==> src/rtl/img_seq_ctrl.sv <==
`default_nettype none
// ============================================================================
// img_seq_ctrl : per-image sequencer with spike counting and argmax readout.
// Optional RUN watchdog with sticky wdog_err is enabled by IMG_SEQ_WDOG_EN.
// Revision: 1.0
// ============================================================================
module img_seq_ctrl #(
  parameter int N    = 8,
  parameter int CW   = 8,
  parameter int WDOG = 65535,
  localparam int IW  = (N > 1) ? $clog2(N) : 1
) (
  input  logic          clk,
  input  logic          rst,
  input  logic          img_valid,
  output logic          img_ready,
  output logic          start_core_img,
  input  logic          TU_incre,
  input  logic [N-1:0]  ops,
  input  logic          done_core_img,
  output logic          busy,
  output logic          result_valid,
  input  logic          result_ready,
  output logic [IW-1:0] result_idx,
  output logic [CW-1:0] result_cnt,
  output logic          no_spike
`ifdef IMG_SEQ_WDOG_EN
  ,
  output logic          wdog_err
`endif
);

  typedef enum logic [2:0] {
    S_IDLE   = 3'd0,
    S_START  = 3'd1,
    S_RUN    = 3'd2,
    S_ARGMAX = 3'd3,
    S_RESULT = 3'd4
  } state_t;

  state_t                 state;
  logic [N-1:0][CW-1:0]   cnt;
  logic [IW-1:0]          scan_idx;
  logic [CW-1:0]          run_max;
  logic [IW-1:0]          run_idx;
  logic [CW-1:0]          cur_cnt;
  logic                   take;
  logic [CW-1:0]          max_nxt;
  logic [IW-1:0]          idx_nxt;
  logic                   scan_last;
  logic                   accept;
  logic                   wdog_fire;

  assign accept    = (state == S_IDLE) && img_valid;
  assign scan_last = (scan_idx == IW'(N - 1));

  // Strict compare keeps the earliest index on ties.
  assign cur_cnt = cnt[scan_idx];
  assign take    = cur_cnt > run_max;
  assign max_nxt = take ? cur_cnt  : run_max;
  assign idx_nxt = take ? scan_idx : run_idx;

  always_ff @(posedge clk or posedge rst) begin
    if (rst) begin
      cnt <= '0;
    end else if (accept) begin
      cnt <= '0;
    end else if ((state == S_RUN) && TU_incre) begin
      for (int i = 0; i < N; i++) begin
        if (ops[i] && (cnt[i] != {CW{1'b1}})) begin
          cnt[i] <= cnt[i] + 1'b1;
        end
      end
    end
  end

  always_ff @(posedge clk or posedge rst) begin
    if (rst) begin
      state          <= S_IDLE;
      img_ready      <= 1'b1;
      start_core_img <= 1'b0;
      busy           <= 1'b0;
      result_valid   <= 1'b0;
      result_idx     <= '0;
      result_cnt     <= '0;
      no_spike       <= 1'b0;
      scan_idx       <= '0;
      run_max        <= '0;
      run_idx        <= '0;
    end else begin
      case (state)
        S_IDLE: begin
          if (img_valid) begin
            state          <= S_START;
            img_ready      <= 1'b0;
            start_core_img <= 1'b1;
            busy           <= 1'b1;
          end
        end
        S_START: begin
          state          <= S_RUN;
          start_core_img <= 1'b0;
        end
        S_RUN: begin
          if (done_core_img || wdog_fire) begin
            state    <= S_ARGMAX;
            scan_idx <= '0;
            run_max  <= '0;
            run_idx  <= '0;
          end
        end
        S_ARGMAX: begin
          run_max  <= max_nxt;
          run_idx  <= idx_nxt;
          scan_idx <= scan_idx + IW'(1);
          if (scan_last) begin
            state        <= S_RESULT;
            result_valid <= 1'b1;
            result_idx   <= idx_nxt;
            result_cnt   <= max_nxt;
            no_spike     <= (max_nxt == '0);
          end
        end
        S_RESULT: begin
          if (result_ready) begin
            state        <= S_IDLE;
            result_valid <= 1'b0;
            img_ready    <= 1'b1;
            busy         <= 1'b0;
          end
        end
        default: begin
          state          <= S_IDLE;
          img_ready      <= 1'b1;
          start_core_img <= 1'b0;
          busy           <= 1'b0;
          result_valid   <= 1'b0;
        end
      endcase
    end
  end

`ifdef IMG_SEQ_WDOG_EN
  localparam int DW = $clog2(WDOG + 1);

  logic [DW-1:0] wdog_cnt;

  // Fires on the WDOG-th RUN cycle so ARGMAX starts right after it.
  assign wdog_fire = (state == S_RUN) && !done_core_img && (wdog_cnt == DW'(WDOG - 1));

  always_ff @(posedge clk or posedge rst) begin
    if (rst) begin
      wdog_cnt <= '0;
      wdog_err <= 1'b0;
    end else begin
      if (state == S_START) begin
        wdog_cnt <= '0;
      end else if (state == S_RUN) begin
        wdog_cnt <= wdog_cnt + DW'(1);
      end
      if (accept) begin
        wdog_err <= 1'b0;
      end else if (wdog_fire) begin
        wdog_err <= 1'b1;
      end
    end
  end
`else
  logic unused_wdog;
  assign unused_wdog = ^WDOG;
  assign wdog_fire   = 1'b0;
`endif

endmodule
`default_nettype wire

==> config.mk <==
export PLATFORM = sky130hd
export DESIGN_NAME = img_seq_ctrl
export DESIGN_NICKNAME = d
export VERILOG_FILES = /design/src/rtl/img_seq_ctrl.sv
export SDC_FILE = /design/constraint.sdc
export NUM_CORES = 1
export LEC_CHECK = 0
export ABC_AREA = 1
export CAP_MARGIN = 40
export CORE_ASPECT_RATIO = 1.25
export CORE_MARGIN = 1.5
export CORE_UTILIZATION = 65
export DETAILED_ROUTE_END_ITERATION = 10
export GPL_ROUTABILITY_DRIVEN = 1
export PLACE_DENSITY = 0.85
export SLEW_MARGIN = 20
export SYNTH_ARGS = -nofsm -noshare
export SYNTH_HDL_FRONTEND = slang
export SYNTH_SLANG_ARGS = --single-unit
==> constraint.sdc <==
create_clock -name clk -period 6.5 [get_ports clk]
set_input_delay 1.3 -clock clk [delete_from_list [all_inputs] [get_ports clk]]
set_output_delay 1.3 -clock clk [all_outputs]
set_load 0.02 [all_outputs]
==> impl_summary.txt <==
----------------------------------------------------
[Setup path]
  Startpoint of the worst register-to-register path ... scan_idx[1]
  Critical Path RT ... 6.74 ns
  Endpoint type of the worst setup path ... flip-flop
  Critical setup path kind ... flip-flop to flip-flop
  Capture point of the worst path ... result_idx[1]
  Endpoint of the lowest-slack register-to-register path ... result_idx[1]
  Crit Path Max Fanout ... 22
  Signal arrival time at the worst endpoint ... 3.54 ns
  Timing startpoint of the critical path ... scan_idx[1]
  Crit start category ... flip-flop
  Worst reg-to-reg setup slack ... 3.20 ns
  Cell depth of the worst flop-to-flop path ... 13

[Global routing]
  GR Util All Layers ... 0.298
  Initial antenna violation count ... 0
  Number of global-route vias before repair ... 4849
  Global-route wire length before repair ... 22000 µm
  Largest net degree at the start of global routing ... 41
  Leftover overflow at the end of global routing ... 0

[Placement]
  Total instance count after detailed placement ... 888
  RD Place Congestion ... 0.931
  Total of buffers placed on input and output ports ... 29
  Detailed-placement wirelength estimate ... 9570 µm

[Routing]
  Via count normalized by instance count ... 5.67
  Aggregate routed wire length ... 13100 µm
  Drt first pass iters ... 5
  Routed WL per cell ... 14.5 µm
  Number of DRC violations after detailed-routing iteration 0 ... 415
  Total DRC errors in the routed layout ... 0
  Via count ... 5124
  Antenna-violating nets left ... 0

[Clock tree]
  Maximum level of the CTS H-tree ... 3
  Root buf cell ... sky130_fd_sc_hd__clkbuf_8
  Clock Sink Count ... 97
  Clock slew at the register clock pins of the worst setup and hold paths ... 0.09 ns
  Insertion delay to the later sink of the worst-skew pair ... 0.38 ns
  Clock buffer count from CTS ... 9
  Setup Buffers After CTS ... 0
  TritonCTS clock tree ... yes
  Maximum number of buffers from clock root to sink ... 2
  CTS Hold Buffers Added ... 0
  Resize count post-CTS ... 0

[Synth]
  Primary flip-flop cell chosen by synthesis mapping ... sky130_fd_sc_hd__dfrtp_1
  Dominant cells by area after synthesis ... sky130_fd_sc_hd__dfrtp_1 (42%), sky130_fd_sc_hd__nand2_1 (9.1%), sky130_fd_sc_hd__inv_1 (8.2%)
  Synthesized Nets ... 789
  Yosys Warn Count ... 0
  Most common cell in the netlist ... sky130_fd_sc_hd__nand2_1
  Number of synthesized flops with an enable pin ... 0
  Post-synthesis cell type count ... 39
  Leading cell types by count after synthesis ... sky130_fd_sc_hd__nand2_1 (138), sky130_fd_sc_hd__inv_1 (125), sky130_fd_sc_hd__dfrtp_1 (96)
  Area of the mapped netlist ... 0.00572 mm²
  Area share of the leading cell type in the synthesized netlist ... 0.420
  Syn_area_per_cell ... 7.55 µm²
  Flop and latch count out of synthesis ... 97
  Gate Count Post-Synth ... 757
  Part of the Yosys area used for sequential elements ... 0.425
  Leading area contributor after synthesis ... sky130_fd_sc_hd__dfrtp_1
  Post-synthesis async set-or-reset flop share ... 1.00

[Timing]
  Slew margin rel. ... 0.501
  Minimum period implied by the final worst setup slack ... 3.30 ns
  Worst hold slack across all endpoints ... 0.489 ns
  Unrepaired setup endpoints after global routing ... no
  Hold Fails Final Rpt ... 0
  Portion of the clock cycle consumed by the worst path in the final layout ... 0.507
  Maximum clock skew at final layout ... 0.00918 ns
  Max frequency ... 0.303 GHz
  Worst Tran Pin Value ... 0.748 ns
  Setup violations, final ... 0
  Setup TNS ... 0 ns
  Final max-slew violation count ... 0

[Die]
  Total number of placement rows ... 38
  Number of placed I/O pins ... 30
  Effective utilization at floorplan ... 0.664
  Die Outline Area ... 0.00937 mm²
  Die width ... 86.9 µm
  Vert. Die Dim ... 108 µm
  Total core area ... 0.00861 mm²

[Run]
  Max-capacitance violation count ... 0

[Cells and area]
  Post-layout util ... 0.736
  Fraction of layout instances using a drive strength above 1 ... 0.0778
  Nets@finish ... 811
  Antenna cells ... 0
  Synthesis-to-finish area growth ... 10.8%
  Post-route insts no fill ... 904

[Power]
  PnR Total Power ... 2.83 mW
  Total power divided by cell area ... 447 mW/mm²
  Leakage power figure ... 3.11 nW
  Maximum resistive drop on vdd ... 0.000189 V

[Min path]
  Worst Hold Class ... flip-flop to flip-flop

[Run status]
  Status ... complete, no violations

----------------------------------------------------
==> worst max-delay path, stage by stage (launching register included) <==
cell,delay [ns]
sky130_fd_sc_hd__dfrtp_1,0.83
sky130_fd_sc_hd__inv_1,0.41
sky130_fd_sc_hd__nand3_1,0.20
sky130_fd_sc_hd__nand3_1,0.10
sky130_fd_sc_hd__nand2_1,0.13
sky130_fd_sc_hd__inv_1,0.06
sky130_fd_sc_hd__ha_1,0.26
sky130_fd_sc_hd__nand2_1,0.06
sky130_fd_sc_hd__nor2_1,0.15
sky130_fd_sc_hd__nand2_1,0.09
sky130_fd_sc_hd__nand2_1,0.13
sky130_fd_sc_hd__nand2_2,0.17
sky130_fd_sc_hd__o21ai_0,0.43
sky130_fd_sc_hd__o21ai_0,0.13
==> per-stage QoR <==
step / cell area (µm²) / setup WS [ns]
final: 6330 / 3.20
after global routing: 6330 / 2.82
after CTS: 6330 / 3.28
after detailed placement: 6090 / 3.32
after global placement: 6060 / 3.15
after floorplan: 5720 / 2.67
==> cells in the final DEF (no fill, tap or decap), types with 3 or more instances in the layout <==
| master | Yosys | routed |
|---|---|---|
| sky130_fd_sc_hd__nand2_1 | 138 | 138 |
| sky130_fd_sc_hd__inv_1 | 125 | 124 |
| sky130_fd_sc_hd__dfrtp_1 | 96 | 96 |
| sky130_fd_sc_hd__nand3_1 | 73 | 73 |
| sky130_fd_sc_hd__o21ai_0 | 71 | 71 |
| sky130_fd_sc_hd__a21oi_1 | 51 | 51 |
| sky130_fd_sc_hd__nor3_1 | 35 | 35 |
| sky130_fd_sc_hd__nor2_1 | 33 | 33 |
| sky130_fd_sc_hd__clkdlybuf4s50_1 | 0 | 29 |
| sky130_fd_sc_hd__ha_1 | 18 | 18 |
| sky130_fd_sc_hd__nand2_2 | 15 | 15 |
| sky130_fd_sc_hd__o22ai_1 | 10 | 10 |
| sky130_fd_sc_hd__clkbuf_8 | 0 | 10 |
| sky130_fd_sc_hd__o21a_1 | 8 | 8 |
| sky130_fd_sc_hd__nand2_4 | 6 | 6 |
| sky130_fd_sc_hd__nand4_1 | 6 | 6 |
| sky130_fd_sc_hd__nor3b_1 | 6 | 6 |
| sky130_fd_sc_hd__nor2_2 | 6 | 6 |
| sky130_fd_sc_hd__nor4_1 | 6 | 6 |
| sky130_fd_sc_hd__inv_2 | 5 | 5 |
| sky130_fd_sc_hd__clkinv_2 | 0 | 4 |
| sky130_fd_sc_hd__o21bai_1 | 3 | 3 |
| sky130_fd_sc_hd__o211ai_1 | 3 | 3 |
| sky130_fd_sc_hd__bufinv_16 | 0 | 3 |
==> how the worst min path moves through the flow <==
stage,start,to,slack (ns),cells past startpoint
after floorplan,cnt[0],cnt[0],0.48,1
after global placement,result_valid,result_valid,0.46,2
after detailed placement,result_idx[1],result_idx[1],0.47,2
after CTS,result_idx[1],result_idx[1],0.49,2
final,result_idx[1],result_idx[1],0.49,2
after global routing,result_idx[1],result_idx[1],0.51,2
==> report_power, final <==
part | leakage (nW) | internal [mW] | total [mW] | switching (mW)
combinational | 1.69 | 0.498 | 1.43 | 0.930
clock | 0.126 | 0.264 | 0.475 | 0.210
sequential | 1.29 | 0.777 | 0.930 | 0.153
total | 3.11 | 1.54 | 2.83 | 1.29
==> sequential cells by signal (all words and copies together), names as in the netlist, 3 cells and up <==
register	flops
result_cnt	8
scan_idx	3
run_max	8
cnt	64
state	3
result_idx	3
run_idx	3
==> cells by family (layout without fill, tap and decap cells) <==
kind of cell | count (synthesis) | after routing | share of synthesized area
xor+xnor | 1 | 1 | 0.00153
simple gates | 334 | 334 | 0.281
compound gates | 156 | 156 | 0.149
flops | 97 | 97 | 0.425
fa+ha+maj | 18 | 18 | 0.0394
buf+inv | 151 | 178 | 0.105
==> area by class of cell <==
cell class	instances	area (µm²)
Sequential cell	97	2430
Clock buffer	10	138
Multi-Input combinational cell	509	2690
Clock inverter	6	105
Timing Repair Buffer	32	333
Fill cell	641	2270
Tap cell	120	150
Inverter	130	489
==> routing by layer <==
metal | share of wire | up-vias | GRT usage
met5 | 0 | - | 0
met4 | 0.043 | 0 | 0.166
met3 | 0.033 | 38 | 0.0353
met2 | 0.49 | 129 | 0.493
met1 | 0.44 | 2428 | 0.375
li1 | - | 2529 | -
Power figures use the tool's default switching activity.
==> edit: new RTL, same settings <==
Encoding of `state_t`: now one-hot (5 bits for 5 states).
--- a/src/rtl/img_seq_ctrl.sv
+++ b/src/rtl/img_seq_ctrl.sv
@@ -32,8 +32,8 @@
 
-  typedef enum logic [2:0] {
-    S_IDLE   = 3'd0,
-    S_START  = 3'd1,
-    S_RUN    = 3'd2,
-    S_ARGMAX = 3'd3,
-    S_RESULT = 3'd4
+  typedef enum logic [4:0] {
+    S_IDLE   = 5'b00001,
+    S_START  = 5'b00010,
+    S_RUN    = 5'b00100,
+    S_ARGMAX = 5'b01000,
+    S_RESULT = 5'b10000
   } state_t;
Behaviour: no difference found for any inputs over 10 cycles, from zero or initial values and one cycle with rst high; not proved beyond that.
==> edit against the unedited design <==
- wire length down 0.40%
- non-clock buffer count unchanged
- power decreased by 13%
- synthesized cell count is 1.2% higher
- cell area fell by 1.5%
- synthesized area down 0.59%
- worst hold slack worse by 2.0 ps
- cell count is 0.55% higher
- setup slack worse by 15 ps
- sequential share of layout area grew 1.4 points
- sequential cell count rose by 2
==> edit: results (changes against the unedited design) <==
- Vias in the first global route: 4883 (+0.70%)
- Leak: 3.00 nW (-3.3%)
- YS warnings: 0 (unchanged)
- Number of CTS-inserted buffers: 9 (unchanged)
- Worst-margin pin slew: 708 ps (-39.6 ps)
- Primary FF master, synth: dfrtp_1
- Ys async rst share: 100% (unchanged)
- Share of cells above drive strength 1: 3.91% (-3.9 points)
- DP Cell Count: 893 (+0.56%)
- Port bufs: 29 (unchanged)
- First-pass GRT wire length: 21800 um (-0.79%)
- Crit-path slowest cell: dfrtp_1
- Largest cells by area after synthesis: dfrtp_1, nand2_1, nand3_1, inv_1, o21ai_0
- Fillers: 658 (+2.7%)
- Share of the yosys chip area belonging to registers: 43.6% (+1.2 points)
- Reg2Reg Setup Slack: 3190 ps (-20 ps)
- Crit-path leading delay family: simple AND/OR/NAND/NOR gates
- Hold Path Stages: 2 (unchanged)
- Top flop regs: cnt (64), result_cnt (8), run_max (8)
- Reg-to-Reg Start: scan_idx[1]
- Syn_nets: 798 (+1.1%)
- Post-CTS setup buffer count: 0 (unchanged)
- Reg-to-reg endpoint: no_spike
- Via density: 5.82 (+2.7%)
- Final instance area: 6240 um2 (-1.5%)
- Worst Hold Launch: result_idx[0]
- CP peak stage delay: 810 ps (-20 ps)
- Peak VDD IR: 0.176 mV (-7.1%)
- Final WL: 13000 um (-0.40%)
- Min-Delay Path Class: flop to flop
- WP data arrival: 3640 ps (+100 ps)
- ANT cells: 0 (unchanged)
- Detail Placement HPWL: 9550 um (-0.23%)
- Post-synth top cells: nand2_1, inv_1, dfrtp_1
- GRT Util Overall: 29.9% (+0.10 points)
- Largest net degree at the start of global routing: 57 (+39%)
- Hold Path End: result_idx[0]
- R2R depth: 20 (+7)
- Hold_ws: 487 ps (-2.02 ps)
- H-tree levels: 3 (unchanged)
- Post-place setup slack: 3230 ps (-90.0 ps)
- Placed cell area: 6040 um2 (-0.76%)
- Netlist cell types: 35 (-10%)
- Via count: 5293 (+3.3%)
- Gpl congestion: 0.886 (-4.8%)
- Worst Skew: 5.39 ps (-3.80 ps)
- Status: completed
- Post-Synthesis Cells: 766 (+1.2%)
- Initial DRC Count: 393 (-5.3%)
- Final net count: 819 (+0.99%)
-- edit: cell types whose count changed after synthesis, moves of 10 or more --
cell,before,now
nand2_2,15,1
nor3_1,35,20
nand3_1,73,83
inv_1,125,110
a21oi_1,51,39
nand2_1,138,191
-- edit: worst max-delay path by stage --
stage / from / end / slack [ps]
6_report: scan_idx[1] / no_spike / 3190
5_1_grt: scan_idx[1] / no_spike / 2880
4_1_cts: scan_idx[1] / no_spike / 3240
3_5_place_dp: img_valid / cnt[39] / 3230
3_3_place_gp: scan_idx[0] / no_spike / 3080
2_1_floorplan: rst / busy / 2610
-- edit: layer usage --
layer / track usage, % / up-vias / routed length (um)
met5: 0 / - / 0
met4: 14.4 / 0 / 412
met3: 4.75 / 33 / 653
met2: 49.2 / 178 / 6400
met1: 38.3 / 2510 / 5570
li1: - / 2572 / -
-- edit: cells by family (layout without fill, tap and decap cells) --
kind of cell / after synthesis / in the layout / synth area share, %
XOR/XNOR: 5 / 5 / 0.770
flip-flops: 99 / 99 / 43.6
buffers and inverters: 134 / 160 / 9.31
AND/OR/NAND/NOR: 364 / 364 / 28.4
AO/OA/AOI/OAI: 146 / 146 / 13.9
adder cells (fa/ha/maj): 18 / 18 / 3.96
-- edit: cell type report --
cell class | instances | share of cell area [%]
inverters | 112 | 6.78
clock inverters | 7 | 1.10
clock buffers | 9 | 1.99
repair buffers | 32 | 5.14
flip-flops and latches | 99 | 39.8
well taps | 117 | 2.35
multi-input cells | 533 | 42.9
-- edit: where the power goes --
group / switching (mW) / total, mW / internal, mW / leakage, nW
logic: 0.810 / 1.24 / 0.433 / 1.57
clock network: 0.217 / 0.393 / 0.176 / 0.0950
registers: 0.104 / 0.840 / 0.736 / 1.33
-- edit: worst register-to-register path: stages (launching register included) --
cell and delay (ps):
dfrtp_1 810, inv_1 410, a21oi_1 200, o21ai_0 100, nand2_1 90, nand2_1 50
nand2_1 130, ha_1 260, nand2_1 60, inv_1 50, nand2_1 70, nand2_1 50
nand2_1 60, nand2_1 140, nand2_2 250, nand2_1 90, nand2_1 110, nand2_1 60
nor2_1 120, nand3_1 80, nand2_1 70
